<file path="config.mk">
export PLATFORM = sky130hd
export DESIGN_NAME = riscv_muldiv_flat
export DESIGN_NICKNAME = d
export VERILOG_FILES = /design/src/rtl/riscv_muldiv_if.sv /design/src/rtl/riscv_muldiv.sv /design/src/flat_wrapper.sv
export SDC_FILE = /design/constraint.sdc
export NUM_CORES = 1
export LEC_CHECK = 0
export ABC_AREA = 1
export ABC_CLOCK_PERIOD_IN_PS = 5600
export BUFFER_PORTS_ARGS = -buffer_cell sky130_fd_sc_hd__buf_2
export CELL_PAD_IN_SITES_DETAIL_PLACEMENT = 0
export CELL_PAD_IN_SITES_GLOBAL_PLACEMENT = 2
export CORE_ASPECT_RATIO = 1.25
export CORE_MARGIN = 5
export CORE_UTILIZATION = 33
export CTS_CLUSTER_DIAMETER = 80
export DETAILED_ROUTE_END_ITERATION = 8
export GPL_TIMING_DRIVEN = 0
export PLACE_DENSITY = 0.8
export SLEW_MARGIN = 20
export SYNTH_ARGS = -nofsm -noshare
export SYNTH_HDL_FRONTEND = slang
export SYNTH_SLANG_ARGS = --single-unit
</file>
<file path="constraint.sdc">
create_clock -name clk -period 5.6 [get_ports clk]
set_clock_uncertainty 0.05 [all_clocks]
set_input_delay 1.12 -clock clk [delete_from_list [all_inputs] [get_ports clk]]
set_output_delay 1.12 -clock clk [all_outputs]
set_load 0.005 [all_outputs]
</file>
<file path="src/rtl/riscv_muldiv_if.sv">
`default_nettype none
// riscv_muldiv_if -- request/response bundle between the issuing pipeline and the mul/div unit.
// Revision 1.0
interface riscv_muldiv_if #(
  parameter int DATA_W = 32,
  parameter int TAG_W  = 5
);
  logic              start;
  logic [2:0]        op;
  logic [DATA_W-1:0] rs1_data;
  logic [DATA_W-1:0] rs2_data;
  logic [TAG_W-1:0]  rd_in;
  logic              flush;
  logic              ready;
  logic              busy;
  logic              valid;
  logic [DATA_W-1:0] result;
  logic [TAG_W-1:0]  rd_out;

  modport master (
    output start, op, rs1_data, rs2_data, rd_in, flush,
    input  ready, busy, valid, result, rd_out
  );

  modport slave (
    input  start, op, rs1_data, rs2_data, rd_in, flush,
    output ready, busy, valid, result, rd_out
  );
endinterface
`default_nettype wire

</file>
<file path="src/rtl/riscv_muldiv.sv">
`default_nettype none
// riscv_muldiv -- iterative RV32M multiply (radix-2 shift-add) / divide (restoring) unit.
// Revision 1.0
module riscv_muldiv #(
  parameter int DATA_W = 32,
  parameter int TAG_W  = 5
) (
  input  wire logic      clk,
  input  wire logic      reset,
  riscv_muldiv_if.slave  bus
);
  localparam int CNT_W = $clog2(DATA_W) + 1;
  localparam logic [DATA_W-1:0] MOST_NEG = {1'b1, {(DATA_W-1){1'b0}}};

  typedef enum logic [1:0] {
    IDLE = 2'd0,
    MUL  = 2'd1,
    DIV  = 2'd2,
    DONE = 2'd3
  } state_t;

  state_t              state;
  logic [CNT_W-1:0]    count;
  logic [2*DATA_W-1:0] acc;
  logic [DATA_W-1:0]   opnd;
  logic [2:0]          op_q;
  logic                neg_main;
  logic                neg_rem;
  logic                ready;
  logic                busy;
  logic                valid;
  logic [DATA_W-1:0]   result;
  logic [TAG_W-1:0]    rd_out;

  logic                rs1_neg;
  logic                rs2_neg;
  logic [DATA_W-1:0]   rs1_mag;
  logic [DATA_W-1:0]   rs2_mag;
  logic                div_zero;
  logic                div_ovf;

  always_comb begin
    rs1_neg  = !(bus.op == 3'b011 || (bus.op[2] && bus.op[0])) && bus.rs1_data[DATA_W-1];
    rs2_neg  = (bus.op[2] ? !bus.op[0] : !bus.op[1]) && bus.rs2_data[DATA_W-1];
    rs1_mag  = rs1_neg ? -bus.rs1_data : bus.rs1_data;
    rs2_mag  = rs2_neg ? -bus.rs2_data : bus.rs2_data;
    div_zero = bus.op[2] && (bus.rs2_data == '0);
    div_ovf  = bus.op[2] && !bus.op[0] && (bus.rs1_data == MOST_NEG) && (bus.rs2_data == '1);
  end

  // acc holds {product_hi, multiplier/product_lo} for MUL and {remainder, dividend/quotient} for DIV.
  logic [DATA_W:0]     mul_sum;
  logic [DATA_W:0]     div_shift;
  logic [DATA_W:0]     div_diff;
  logic [2*DATA_W-1:0] acc_next;
  logic [2*DATA_W-1:0] prod_fix;
  logic [DATA_W-1:0]   quo_fix;
  logic [DATA_W-1:0]   rem_fix;
  logic [DATA_W-1:0]   result_sel;

  always_comb begin
    mul_sum   = {1'b0, acc[2*DATA_W-1:DATA_W]} + (acc[0] ? {1'b0, opnd} : {(DATA_W+1){1'b0}});
    div_shift = acc[2*DATA_W-1:DATA_W-1];
    div_diff  = div_shift - {1'b0, opnd};
    if (state == MUL)
      acc_next = {mul_sum, acc[DATA_W-1:1]};
    else if (!div_diff[DATA_W])
      acc_next = {div_diff[DATA_W-1:0], acc[DATA_W-2:0], 1'b1};
    else
      acc_next = {div_shift[DATA_W-1:0], acc[DATA_W-2:0], 1'b0};
    prod_fix = neg_main ? -acc_next : acc_next;
    quo_fix  = neg_main ? -acc_next[DATA_W-1:0] : acc_next[DATA_W-1:0];
    rem_fix  = neg_rem ? -acc_next[2*DATA_W-1:DATA_W] : acc_next[2*DATA_W-1:DATA_W];
    if (op_q[2])
      result_sel = op_q[1] ? rem_fix : quo_fix;
    else
      result_sel = (op_q[1:0] == 2'b00) ? prod_fix[DATA_W-1:0] : prod_fix[2*DATA_W-1:DATA_W];
  end

  always_ff @(posedge clk or posedge reset) begin
    if (reset) begin
      state    <= IDLE;
      count    <= '0;
      acc      <= '0;
      opnd     <= '0;
      op_q     <= '0;
      neg_main <= 1'b0;
      neg_rem  <= 1'b0;
      ready    <= 1'b1;
      busy     <= 1'b0;
      valid    <= 1'b0;
      result   <= '0;
      rd_out   <= '0;
    end else begin
      case (state)
        IDLE: begin
          if (bus.start && !bus.flush) begin
            op_q     <= bus.op;
            rd_out   <= bus.rd_in;
            ready    <= 1'b0;
            neg_main <= rs1_neg ^ rs2_neg;
            neg_rem  <= rs1_neg;
            if (div_zero || div_ovf) begin
              state <= DONE;
              valid <= 1'b1;
              if (div_zero)
                result <= bus.op[1] ? bus.rs1_data : '1;
              else
                result <= bus.op[1] ? '0 : MOST_NEG;
            end else begin
              state <= bus.op[2] ? DIV : MUL;
              busy  <= 1'b1;
              count <= CNT_W'(DATA_W);
              opnd  <= bus.op[2] ? rs2_mag : rs1_mag;
              acc   <= {{DATA_W{1'b0}}, (bus.op[2] ? rs1_mag : rs2_mag)};
            end
          end
        end
        MUL, DIV: begin
          if (bus.flush) begin
            state <= IDLE;
            busy  <= 1'b0;
            ready <= 1'b1;
          end else begin
            acc   <= acc_next;
            count <= count - 1'b1;
            if (count == CNT_W'(1)) begin
              state  <= DONE;
              busy   <= 1'b0;
              valid  <= 1'b1;
              result <= result_sel;
            end
          end
        end
        DONE: begin
          state <= IDLE;
          valid <= 1'b0;
          ready <= 1'b1;
        end
        default: state <= IDLE;
      endcase
    end
  end

  // A flush landing on the DONE cycle withholds the result strobe.
  assign bus.ready  = ready;
  assign bus.busy   = busy;
  assign bus.valid  = valid && !bus.flush;
  assign bus.result = result;
  assign bus.rd_out = rd_out;
endmodule
`default_nettype wire

</file>
<file path="src/flat_wrapper.sv">
// flat-port wrapper written by rule: the top's interface ports become plain ports
module riscv_muldiv_flat 
#(
  parameter int DATA_W = 32,
  parameter int TAG_W  = 5
)
  (clk, reset, bus_start, bus_op, bus_rs1_data, bus_rs2_data, bus_rd_in, bus_flush, bus_ready, bus_busy, bus_valid, bus_result, bus_rd_out);
  riscv_muldiv_if #(.DATA_W(DATA_W), .TAG_W(TAG_W)) bus_i ();
  input  wire logic clk;
  input  wire logic reset;
  input wire logic [$bits(bus_i.start)-1:0] bus_start;
  input wire logic [$bits(bus_i.op)-1:0] bus_op;
  input wire logic [$bits(bus_i.rs1_data)-1:0] bus_rs1_data;
  input wire logic [$bits(bus_i.rs2_data)-1:0] bus_rs2_data;
  input wire logic [$bits(bus_i.rd_in)-1:0] bus_rd_in;
  input wire logic [$bits(bus_i.flush)-1:0] bus_flush;
  output wire logic [$bits(bus_i.ready)-1:0] bus_ready;
  output wire logic [$bits(bus_i.busy)-1:0] bus_busy;
  output wire logic [$bits(bus_i.valid)-1:0] bus_valid;
  output wire logic [$bits(bus_i.result)-1:0] bus_result;
  output wire logic [$bits(bus_i.rd_out)-1:0] bus_rd_out;
  assign bus_i.start = bus_start;
  assign bus_i.op = bus_op;
  assign bus_i.rs1_data = bus_rs1_data;
  assign bus_i.rs2_data = bus_rs2_data;
  assign bus_i.rd_in = bus_rd_in;
  assign bus_i.flush = bus_flush;
  assign bus_ready = bus_i.ready;
  assign bus_busy = bus_i.busy;
  assign bus_valid = bus_i.valid;
  assign bus_result = bus_i.result;
  assign bus_rd_out = bus_i.rd_out;
  riscv_muldiv #(.DATA_W(DATA_W), .TAG_W(TAG_W)) u_core (.clk(clk), .reset(reset), .bus(bus_i));
endmodule
</file>
# Word level (Yosys, flattened, before mapping)
# Index checks and enable logic that the tools add are counted.
# word_totals
out_inout_bits	40
wordCells	113
register_bits	149
inputBits	76
# op_classes
addsub	8
reduce_logical	28
mux	49
n_eq_ne	14
n_bitwise	2
# ops
cell	count
2-to-1 mux 32 bit	17
2-to-1 mux 64 bit	6
negator 32 bit	4
case mux 64 bit (2 select lines)	1
equality test 32 bit, second input constant	2
negator 64 bit	1
case mux 32 bit (2 select lines)	1
adder 32 x 33 -> 33 bit	1
subtractor 33 x 32 -> 33 bit	1
zero test 32 bit	1
2-to-1 mux 6 bit	3
case mux 6 bit (2 select lines)	1
AND reduction 4 bit	3
2-to-1 mux 1 bit	11
2-to-1 mux 2 bit	5
logical AND 1 bit	9
equality test 6 x 1 -> 1 bit, second input constant	1
!= test 2 x 1 -> 1 bit, second input constant	3
!= test 2 bit, second input constant	3
case mux 1 bit (3 select lines)	2
case mux 2 bit (3 select lines)	1
AND reduction 2 bit	3
subtractor 6 x 1 -> 6 bit, second input constant	1
AND reduction 5 bit	1
other kinds (13)	19

# Depth between registers and ports, before layout
# Gate-level depths: netlist (run 1).
# depth
depth_word	10
mapped_depth	36
ltp_nobuf	36

# Worst setup path before layout (run 1)
# No wires, ideal clock.
# synth_path
path_type	reg2reg
startpoint	register u_core.opnd[0]
endpoint	register u_core.result[8], in the netlist u_core.bus.result[8]
path_buffers	0
t_required_ps	5472
setup_slack_ps	1534
arrival_time_ps	3938
setup_ps	78
period_less_slack_ps	4066
path_stages_with_launch	36
path_cell_list	dfrtp_1 ha_1 fa_1 inv_1 nand2_1 nand2_1 nand3_1 nand2_1 nand2_1 nand2_2 nand2_4 nand2_4 nand2_2 nand3_2 nand2_2 inv_1 ha_1 nand3_1 nor2_1 nand2_1 nor2_1 nand2_1 nor2_1 nand2_1 nor3_1 nand4_1 nor2_1 nand2_1 nand2_1 o21ai_1 xor2_1 nand2_1 nand2_1 nand2_1 nand2_1 a21boi_1
# synth_via
elab_chain_len	10
word_cells_on_any_way	17
classes_between	add/sub (5); mux (12)
# synth_rtl
item	line_no	source
from (decl)	riscv_muldiv.sv:25	logic [DATA_W-1:0] opnd;
from (signal assigned)	riscv_muldiv.sv:114	opnd <= bus.op[2] ? rs2_mag : rs1_mag;
subtractor 33 x 32 -> 33 bit or 2-to-1 mux 32 bit (tied branches)	riscv_muldiv.sv:64, riscv_muldiv.sv:62	
2-to-1 mux 64 bit or adder 32 x 33 -> 33 bit (tied branches)	riscv_muldiv.sv:67, riscv_muldiv.sv:62	
2-to-1 mux 64 bit (*)	riscv_muldiv.sv:65	if (state == MUL)
negator 64 bit, or another cell as far along	riscv_muldiv.sv:71	prod_fix = neg_main ? -acc_next : acc_next;
2-to-1 mux 64 bit, or another cell as far along	riscv_muldiv.sv:71	
2-to-1 mux 32 bit (on tied branches)	riscv_muldiv.sv:77, riscv_muldiv.sv:75	
2-to-1 mux 32 bit (*)	riscv_muldiv.sv:74	if (op_q[2])
2-to-1 mux 32 bit (*)	riscv_muldiv.sv:127	if (count == CNT_W'(1)) begin
2-to-1 mux 32 bit (*)	riscv_muldiv.sv:120	if (bus.flush) begin
case mux 32 bit (2 select lines) (*)	riscv_muldiv.sv:95	case (state)
to (signal assigned)	riscv_muldiv.sv:107	result <= bus.op[1] ? bus.rs1_data : '1;
to (signal assigned)	riscv_muldiv.sv:109	result <= bus.op[1] ? '0 : MOST_NEG;
to (signal assigned)	riscv_muldiv.sv:131	result <= result_sel;
to (decl)	riscv_muldiv.sv:32	logic [DATA_W-1:0] result;
# Every way passes the cells marked *; elsewhere a longest branch is shown, timed or not. The select of a mux whose other input is x is not followed.
# A chain may end at the register's enable or synchronous reset.

# Worst setup path in the final report (run 1)
# layout_path
startpoint	register u_core.acc[57]
endpoint	register u_core.result[20], in the netlist u_core.bus.result[20]
# layout_via
elab_chain_len	10
word_cells_on_any_way	15
classes_between	add/sub (4); mux (11)
# layout_rtl
item	line_no	source
from (decl)	riscv_muldiv.sv:24	logic [2*DATA_W-1:0] acc;
from (signal assigned)	riscv_muldiv.sv:115	acc <= {{DATA_W{1'b0}}, (bus.op[2] ? rs1_mag : rs2_mag)};
from (signal assigned)	riscv_muldiv.sv:125	acc <= acc_next;
subtractor 33 x 32 -> 33 bit (*)	riscv_muldiv.sv:64	div_diff = div_shift - {1'b0, opnd};
2-to-1 mux 64 bit (*)	riscv_muldiv.sv:67	else if (!div_diff[DATA_W])
2-to-1 mux 64 bit (*)	riscv_muldiv.sv:65	
negator 64 bit, or another cell as far along	riscv_muldiv.sv:71	
2-to-1 mux 64 bit, or another cell as far along	riscv_muldiv.sv:71	
2-to-1 mux 32 bit (on tied branches)	riscv_muldiv.sv:77, riscv_muldiv.sv:75	
2-to-1 mux 32 bit (*)	riscv_muldiv.sv:74	
2-to-1 mux 32 bit (*)	riscv_muldiv.sv:127	
2-to-1 mux 32 bit (*)	riscv_muldiv.sv:120	
case mux 32 bit (2 select lines) (*)	riscv_muldiv.sv:95	
# Marks and branches as above.

==> impl_metrics.env, run 1 <==
export IMPL_cpPeakStageDelay_ns=0.60
export IMPL_dieWidth_um=222
export IMPL_status="finished, final reports clean"
export IMPL_hold_path_class="reg -> reg"
export IMPL_clk_pin_slew_ns=0.08
export IMPL_grt_max_degree=91
export IMPL_drtIter0Drc=2170
export IMPL_cts_tree="done"
export IMPL_numCtsBuffers=17
export IMPL_worstPathMaxFanout=5
export IMPL_setup_viol=0
export IMPL_seq_area_frac_synth_pct=20.1
export IMPL_rr_worst_depth=32
export IMPL_fmax_ghz=0.190
export IMPL_multi_input_area_mm2=0.0125
export IMPL_slowest_stage="dfrtp_1"
export IMPL_grt_pass1_wl_mm=142
export IMPL_drcViolationCount=0
export IMPL_rsz0062_at_grt="no"
export IMPL_track_usage_pct=31.4
export IMPL_num_rows=97
export IMPL_fin_cells=4135
export IMPL_drive_above_1_share_pct=8.34
export IMPL_antenna_found_initial=3
export IMPL_synth_area_mm2=0.0186
export IMPL_ys_flop_type="dfrtp_1"
export IMPL_seq_area_mm2=0.00373
export IMPL_cp_arrival_ns=5.60
export IMPL_clockBufferDepth=2
export IMPL_synth_edf_count=0
export IMPL_portBuffers=115
export IMPL_met2_usage_pct=54.8
export IMPL_fin_util_pct=37.1
export IMPL_busiest_layer="met2"
export IMPL_nets=3532
export IMPL_cts_sinks=149
export IMPL_first_pass_iters=9
export IMPL_coreArea_mm2=0.0558
export IMPL_vias=22200
export IMPL_die_y_um=275
export IMPL_overflow=0
export IMPL_htreeDepth=4
export IMPL_yosys_warnings=0
export IMPL_final_common_cell="nand2_1"
export IMPL_syn_area_per_cell_um2=5.72
export IMPL_grt_pass1_vias=21700
export IMPL_cap_violations=0
export IMPL_dp_hpwl_mm=83.0
export IMPL_ys_ff_latch=149
export IMPL_final_max_slew_viol_count=0
export IMPL_crit_path_start_kind="flop"
export IMPL_grt_util_met3_pct=4.01
export IMPL_wl_mm=98.1
export IMPL_ios=116
export IMPL_final_antenna_net_count=0
export IMPL_initial_core_util_pct=33.2
export IMPL_worstPathRequired_ns=5.93
export IMPL_async_flop_share_pct=100
export IMPL_postSynthCellCount=3242
export IMPL_hold_viol=0
export IMPL_crit_type="reg -> reg"
export IMPL_synth_nets=3395
export IMPL_fillers=6437
export IMPL_hold_path_depth=2
export IMPL_die_area_mm2=0.0611
export IMPL_avgViaCountPerCell=5.37
export IMPL_dp_cells=4100
export IMPL_root_buffer="clkbuf_16"
export IMPL_endpoint_kind="flop"
export IMPL_layout_common_cells="979 x nand2_1, 473 x inv_1, 304 x nor2_1, 244 x o21ai_0, 235 x nand3_1"
export IMPL_clock_latency_ns=0.49
export IMPL_tightestPinTransition_ns=1.05
export IMPL_finalCritPeriodShare_pct=94.0
export IMPL_max_slew_margin_pct=29.1
export IMPL_syn_to_final_growth_pct=11.8
export IMPL_synthDistinctLibCells=53
export IMPL_path_common_cell="nand2_1"
export IMPL_wl_per_cell_um=23.7
export IMPL_met1_usage_pct=36.2
export IMPL_period_minus_slack_ns=5.27
export IMPL_gp_congestion=1.02
cell usage after synthesis, types with 5 or more instances:
cell / number / area share [%]
o21ai_1: 24 / 0.65
nand3_1: 235 / 6.3
a21boi_1: 19 / 0.77
nor4_1: 11 / 0.37
nor2_1: 305 / 6.2
nand2_2: 10 / 0.34
buf_1: 13 / 0.26
a31oi_1: 6 / 0.20
clkbuf_1: 87 / 1.8
nand3b_1: 22 / 0.89
o21ai_0: 245 / 6.6
o21a_1: 15 / 0.61
ha_1: 75 / 5.1
a21oi_1: 180 / 4.9
nand2_1: 982 / 20
o22ai_1: 28 / 0.94
o211ai_1: 21 / 0.85
a22oi_1: 12 / 0.49
dfrtp_1: 148 / 20
nor3_1: 30 / 0.81
nand4_1: 29 / 0.98
xnor2_1: 18 / 0.85
inv_1: 475 / 9.6
o21ai_2: 5 / 0.24
nand2_4: 6 / 0.36
or2_2: 35 / 1.2
o21bai_1: 13 / 0.53
xor2_1: 94 / 4.4
buf_2: 14 / 0.38
nor2_2: 22 / 0.74
a2bb2oi_1: 6 / 0.28
inv_2: 15 / 0.30
per-stage QoR:
step	TNS (ns)	hold slack [ns]	area [um^2]	setup slack (ns)
after floorplan	0	0.403	18600	0.424
after global routing	0	0.456	20700	0.0216
after detailed placement	-0.0202	0.403	20100	-0.0194
after CTS	0	0.423	20700	0.0574
final	0	0.422	20700	0.334
after global placement	-246.37	0.403	20100	-1.71
worst max-delay path, delay by kind of cell, from the launching register on:
family / cells / cell delay (ns)
DFF: 1 / 0.60
AOI/OAI and AO/OA: 2 / 0.56
and+or+nand+nor: 26 / 3.20
buffers and inverters: 2 / 0.18
adders and majority gates: 2 / 0.55
cell families (layout without fill, tap and decap cells):
family / Yosys count / in the layout / share of synthesized area, %
and+or+nand+nor: 1702 / 1702 / 38.9
AOI/OAI and AO/OA: 591 / 591 / 17.8
adders and majority gates: 77 / 77 / 5.27
buffers and inverters: 611 / 761 / 12.7
other: 0 / 1 / 0
xor gates and xnor gates: 112 / 112 / 5.29
DFF: 149 / 149 / 20.1
what timing repair did:
item                                    4_1_cts  5_1_grt
endpoints found under the setup margin        0       22
hold buffers                                  0        0
setup buffers                                 0        2
gates resized for setup                       0       12
hold endpoints to repair                      0        0
flip-flops by register name, indices dropped and copies added (netlist names):
signal / flops
u_core.bus.ready: 1
u_core.opnd: 32
u_core.neg_main: 1
u_core.op_q: 3
u_core.state: 2
u_core.bus.result: 32
u_core.bus.rd_out: 5
u_core.count: 6
u_core.acc: 64
u_core.bus.busy: 1
u_core.neg_rem: 1
u_core.valid: 1
layout make-up:
cell class              count  area share (%)
clock inverters            14           0.730
multi-input cells        2482            60.3
clock buffers              18            2.12
flip-flops and latches    149            18.0
diodes                      1          0.0121
inverters                 492            8.94
repair buffers            118            2.98
well taps                 742            4.48
plain buffers             119            2.46
worst paths after layout:
kind / startpoint / to / slack [ns]
hold / removal: u_core.bus.rd_out[1] / u_core.bus.rd_out[1] / 0.42
min in group asynchronous: reset / u_core.bus.result[13] / 0.67
setup reg to reg: u_core.acc[57] / u_core.bus.result[20] / 0.33
setup / recovery: u_core.acc[57] / u_core.bus.result[20] / 0.33
hold reg to reg: u_core.bus.rd_out[1] / u_core.bus.rd_out[1] / 0.42
max in group asynchronous: reset / u_core.opnd[23] / 3.98
layer usage:
metal,wire length (um),vias up
met1,37700,10400
met5,19,-
li1,-,10600
met4,7650,2
met2,47000,934
met3,5710,251
Power of run 1 is left out: the tool's default activity adds up to more than one toggle a clock period on the data nets, which glitch-free logic cannot reach.
==> run 2: changes to the inputs <==
--- a/config.mk
+++ b/config.mk
@@ -10,7 +10,7 @@
 export BUFFER_PORTS_ARGS = -buffer_cell sky130_fd_sc_hd__buf_2
 export CELL_PAD_IN_SITES_DETAIL_PLACEMENT = 0
 export CELL_PAD_IN_SITES_GLOBAL_PLACEMENT = 2
-export CORE_ASPECT_RATIO = 1.25
+export CORE_ASPECT_RATIO = 0.5
 export CORE_MARGIN = 5
 export CORE_UTILIZATION = 33
 export CTS_CLUSTER_DIAMETER = 80
@@ -21,3 +21,4 @@
 export SYNTH_ARGS = -nofsm -noshare
 export SYNTH_HDL_FRONTEND = slang
 export SYNTH_SLANG_ARGS = --single-unit
+export TNS_END_PERCENT = 10
==> run 2 against run 1 <==
Against the previous run:
- via count grew 1.7%
- critical path depth shrank 11
- die area is 0.42% higher
- first-iteration DRC count rose by 25%
- worst hold slack improved by 0.0011 ns
- core utilization grew 0.37 points
- register-to-register slack worse by 0.20 ns
- count of clock-buffer cells in the layout fell by 1
- global-route usage grew 0.73 points
- wire length rose by 3.5%
- setup slack got worse by 0.20 ns
- non-clock buffer count grew 3
- critical endpoint is now u_core.bus.result[30]
- largest cell class unchanged
- highest routed layer unchanged
==> impl_metrics.env, run 2 (synthesis gave the netlist of run 1 again) <==
export IMPL_status="finished, final reports clean"
export IMPL_drtIter0Drc=2720
export IMPL_antenna_diode_count=0
export IMPL_setup_viol=0
export IMPL_cap_violations=0
export IMPL_max_slew_margin_pct=10.2
export IMPL_cts_sinks=149
export IMPL_final_cell_area_mm2=0.0208
export IMPL_avgViaCountPerCell=5.44
export IMPL_crit_path_start_kind="flop"
export IMPL_die_area_mm2=0.0614
export IMPL_nets=3535
export IMPL_final_common_cell="nand2_1"
export IMPL_ios=116
export IMPL_final_antenna_net_count=0
export IMPL_worstPathMaxFanout=10
export IMPL_fmax_ghz=0.183
export IMPL_numCtsBuffers=17
export IMPL_fin_cells=4150
export IMPL_grt_max_degree=84
export IMPL_num_rows=61
export IMPL_largest_reg_flops=64
export IMPL_wl_per_cell_um=24.5
export IMPL_cts_tree="done"
export IMPL_fillers=6480
export IMPL_drcViolationCount=0
export IMPL_crit_type="reg -> reg"
export IMPL_track_usage_pct=32.1
export IMPL_worstPathRequired_ns=5.94
export IMPL_holdWs_ns=0.423
export IMPL_gp_congestion=0.997
export IMPL_drive_above_1_share_pct=8.75
export IMPL_grt_pass1_wl_mm=145
export IMPL_final_max_slew_viol_count=0
export IMPL_overflow=0
export IMPL_dp_hpwl_mm=85.2
export IMPL_first_pass_iters=6
export IMPL_grt_pass1_vias=20800
export IMPL_clk_pin_slew_ns=0.08
export IMPL_dp_cells=4115
export IMPL_coreArea_mm2=0.0556
export IMPL_portBuffers=115
export IMPL_vias=22600
export IMPL_layout_common_cells="978 x nand2_1, 473 x inv_1, 299 x nor2_1, 233 x nand3_1, 232 x o21ai_0"
export IMPL_htreeDepth=4
export IMPL_clockBufferDepth=2
export IMPL_syn_to_final_growth_pct=12.4
export IMPL_endpoint_kind="flop"
export IMPL_dieWidth_um=345
export IMPL_hold_viol=0
export IMPL_finalCritPeriodShare_pct=97.6
export IMPL_place_area_mm2=0.0201
export IMPL_root_buffer="clkbuf_16"
export IMPL_fin_setup_tns_ns=0
export IMPL_period_minus_slack_ns=5.46
export IMPL_die_y_um=178
export IMPL_top_regs="u_core.acc x64, u_core.bus.result x32, u_core.opnd x32"
export IMPL_wl_mm=102
export IMPL_hold_path_class="reg -> reg"
export IMPL_rsz0062_at_grt="no"
export IMPL_initial_core_util_pct=33.4
export IMPL_regMostFlops="u_core.acc"
export IMPL_tightestPinTransition_ns=1.33
export IMPL_antenna_found_initial=5
export IMPL_cp_arrival_ns=5.81
export IMPL_clock_latency_ns=0.47
## run 2: cell types whose count changed in the layout (fill, tap and decap cells not counted), sizes merged
| cell | delta |
|---|---|
| diode | -1 |
| clkinvlp | +2 |
| inv | -4 |
| bufinv | +2 |
| buf | +3 |
| clkbuf | -1 |
## run 2: final timing paths
| check | from | endpoint | slack [ns] | depth (start not counted) |
|---|---|---|---|---|
| hold / removal | u_core.bus.rd_out[4] | u_core.bus.rd_out[4] | 0.42 | 2 |
| max in group asynchronous | reset | u_core.opnd[11] | 3.96 | 4 |
| min in group asynchronous | reset | u_core.bus.result[28] | 0.52 | 2 |
| setup / recovery | u_core.state[1] | u_core.bus.result[30] | 0.14 | 21 |
| hold reg to reg | u_core.bus.rd_out[4] | u_core.bus.rd_out[4] | 0.42 | 2 |
| setup reg to reg | u_core.state[1] | u_core.bus.result[30] | 0.14 | 21 |
## run 2: timing repair
item / in CTS / in global routing
endpoints found under the setup margin: 10 / 16
hold endpoints to repair: 0 / 0
hold buffers: 0 / 0
resized for setup: 6 / 20
buffers inserted: 0 / 4
pin swaps: 1 / 6
## run 2: worst max-delay path: stages, from the launching register on
cell      delay (ns)
dfrtp_1         0.39
inv_1           0.13
ha_1            0.31
buf_2           0.25
buf_2           0.38
buf_2           0.41
buf_1           0.47
clkbuf_1        0.76
nand3_1         0.43
nand2_1         0.41
inv_1           0.22
nand3_1         0.13
nor2_1          0.04
nand2_1         0.11
nand2_1         0.08
nand2_1         0.09
nand2_1         0.05
nand3_1         0.12
nand2_1         0.07
nand2_1         0.20
nand2_1         0.10
a21boi_1        0.13
## run 2: layout make-up
| class | count | area, um^2 | share of cell area, % |
|---|---|---|---|
| Inverter | 492 | 1850 | 8.89 |
| Sequential cell | 149 | 3730 | 17.9 |
| Timing Repair Buffer | 121 | 661 | 3.17 |
| Tap cell | 756 | 946 | 4.54 |
| Clock buffer | 17 | 425 | 2.04 |
| Buffer | 119 | 512 | 2.45 |
| Clock inverter | 14 | 166 | 0.798 |
| Multi-Input combinational cell | 2482 | 12600 | 60.2 |
## run 2: layer usage
metal  wire, um  GRT usage (%)  up-vias  share of wire (%)
met4       1630           5.39        4                1.6
met2      42900           49.7      970                 42
met1      48100           47.1    10900                 47
met3       8890           6.14       93                8.8
li1           -              -    10600                  -
met5         21              0        -              0.021
## run 2: metrics by stage
stage	utilization [%]	setup WS, ns
floorplan	-	0.424
global placement	36.1	-2.02
detailed placement	36.2	-0.203
CTS	37.3	0.0218
global route	37.5	0.00258
finish	37.5	0.136
Power of run 2 is left out for the same reason.
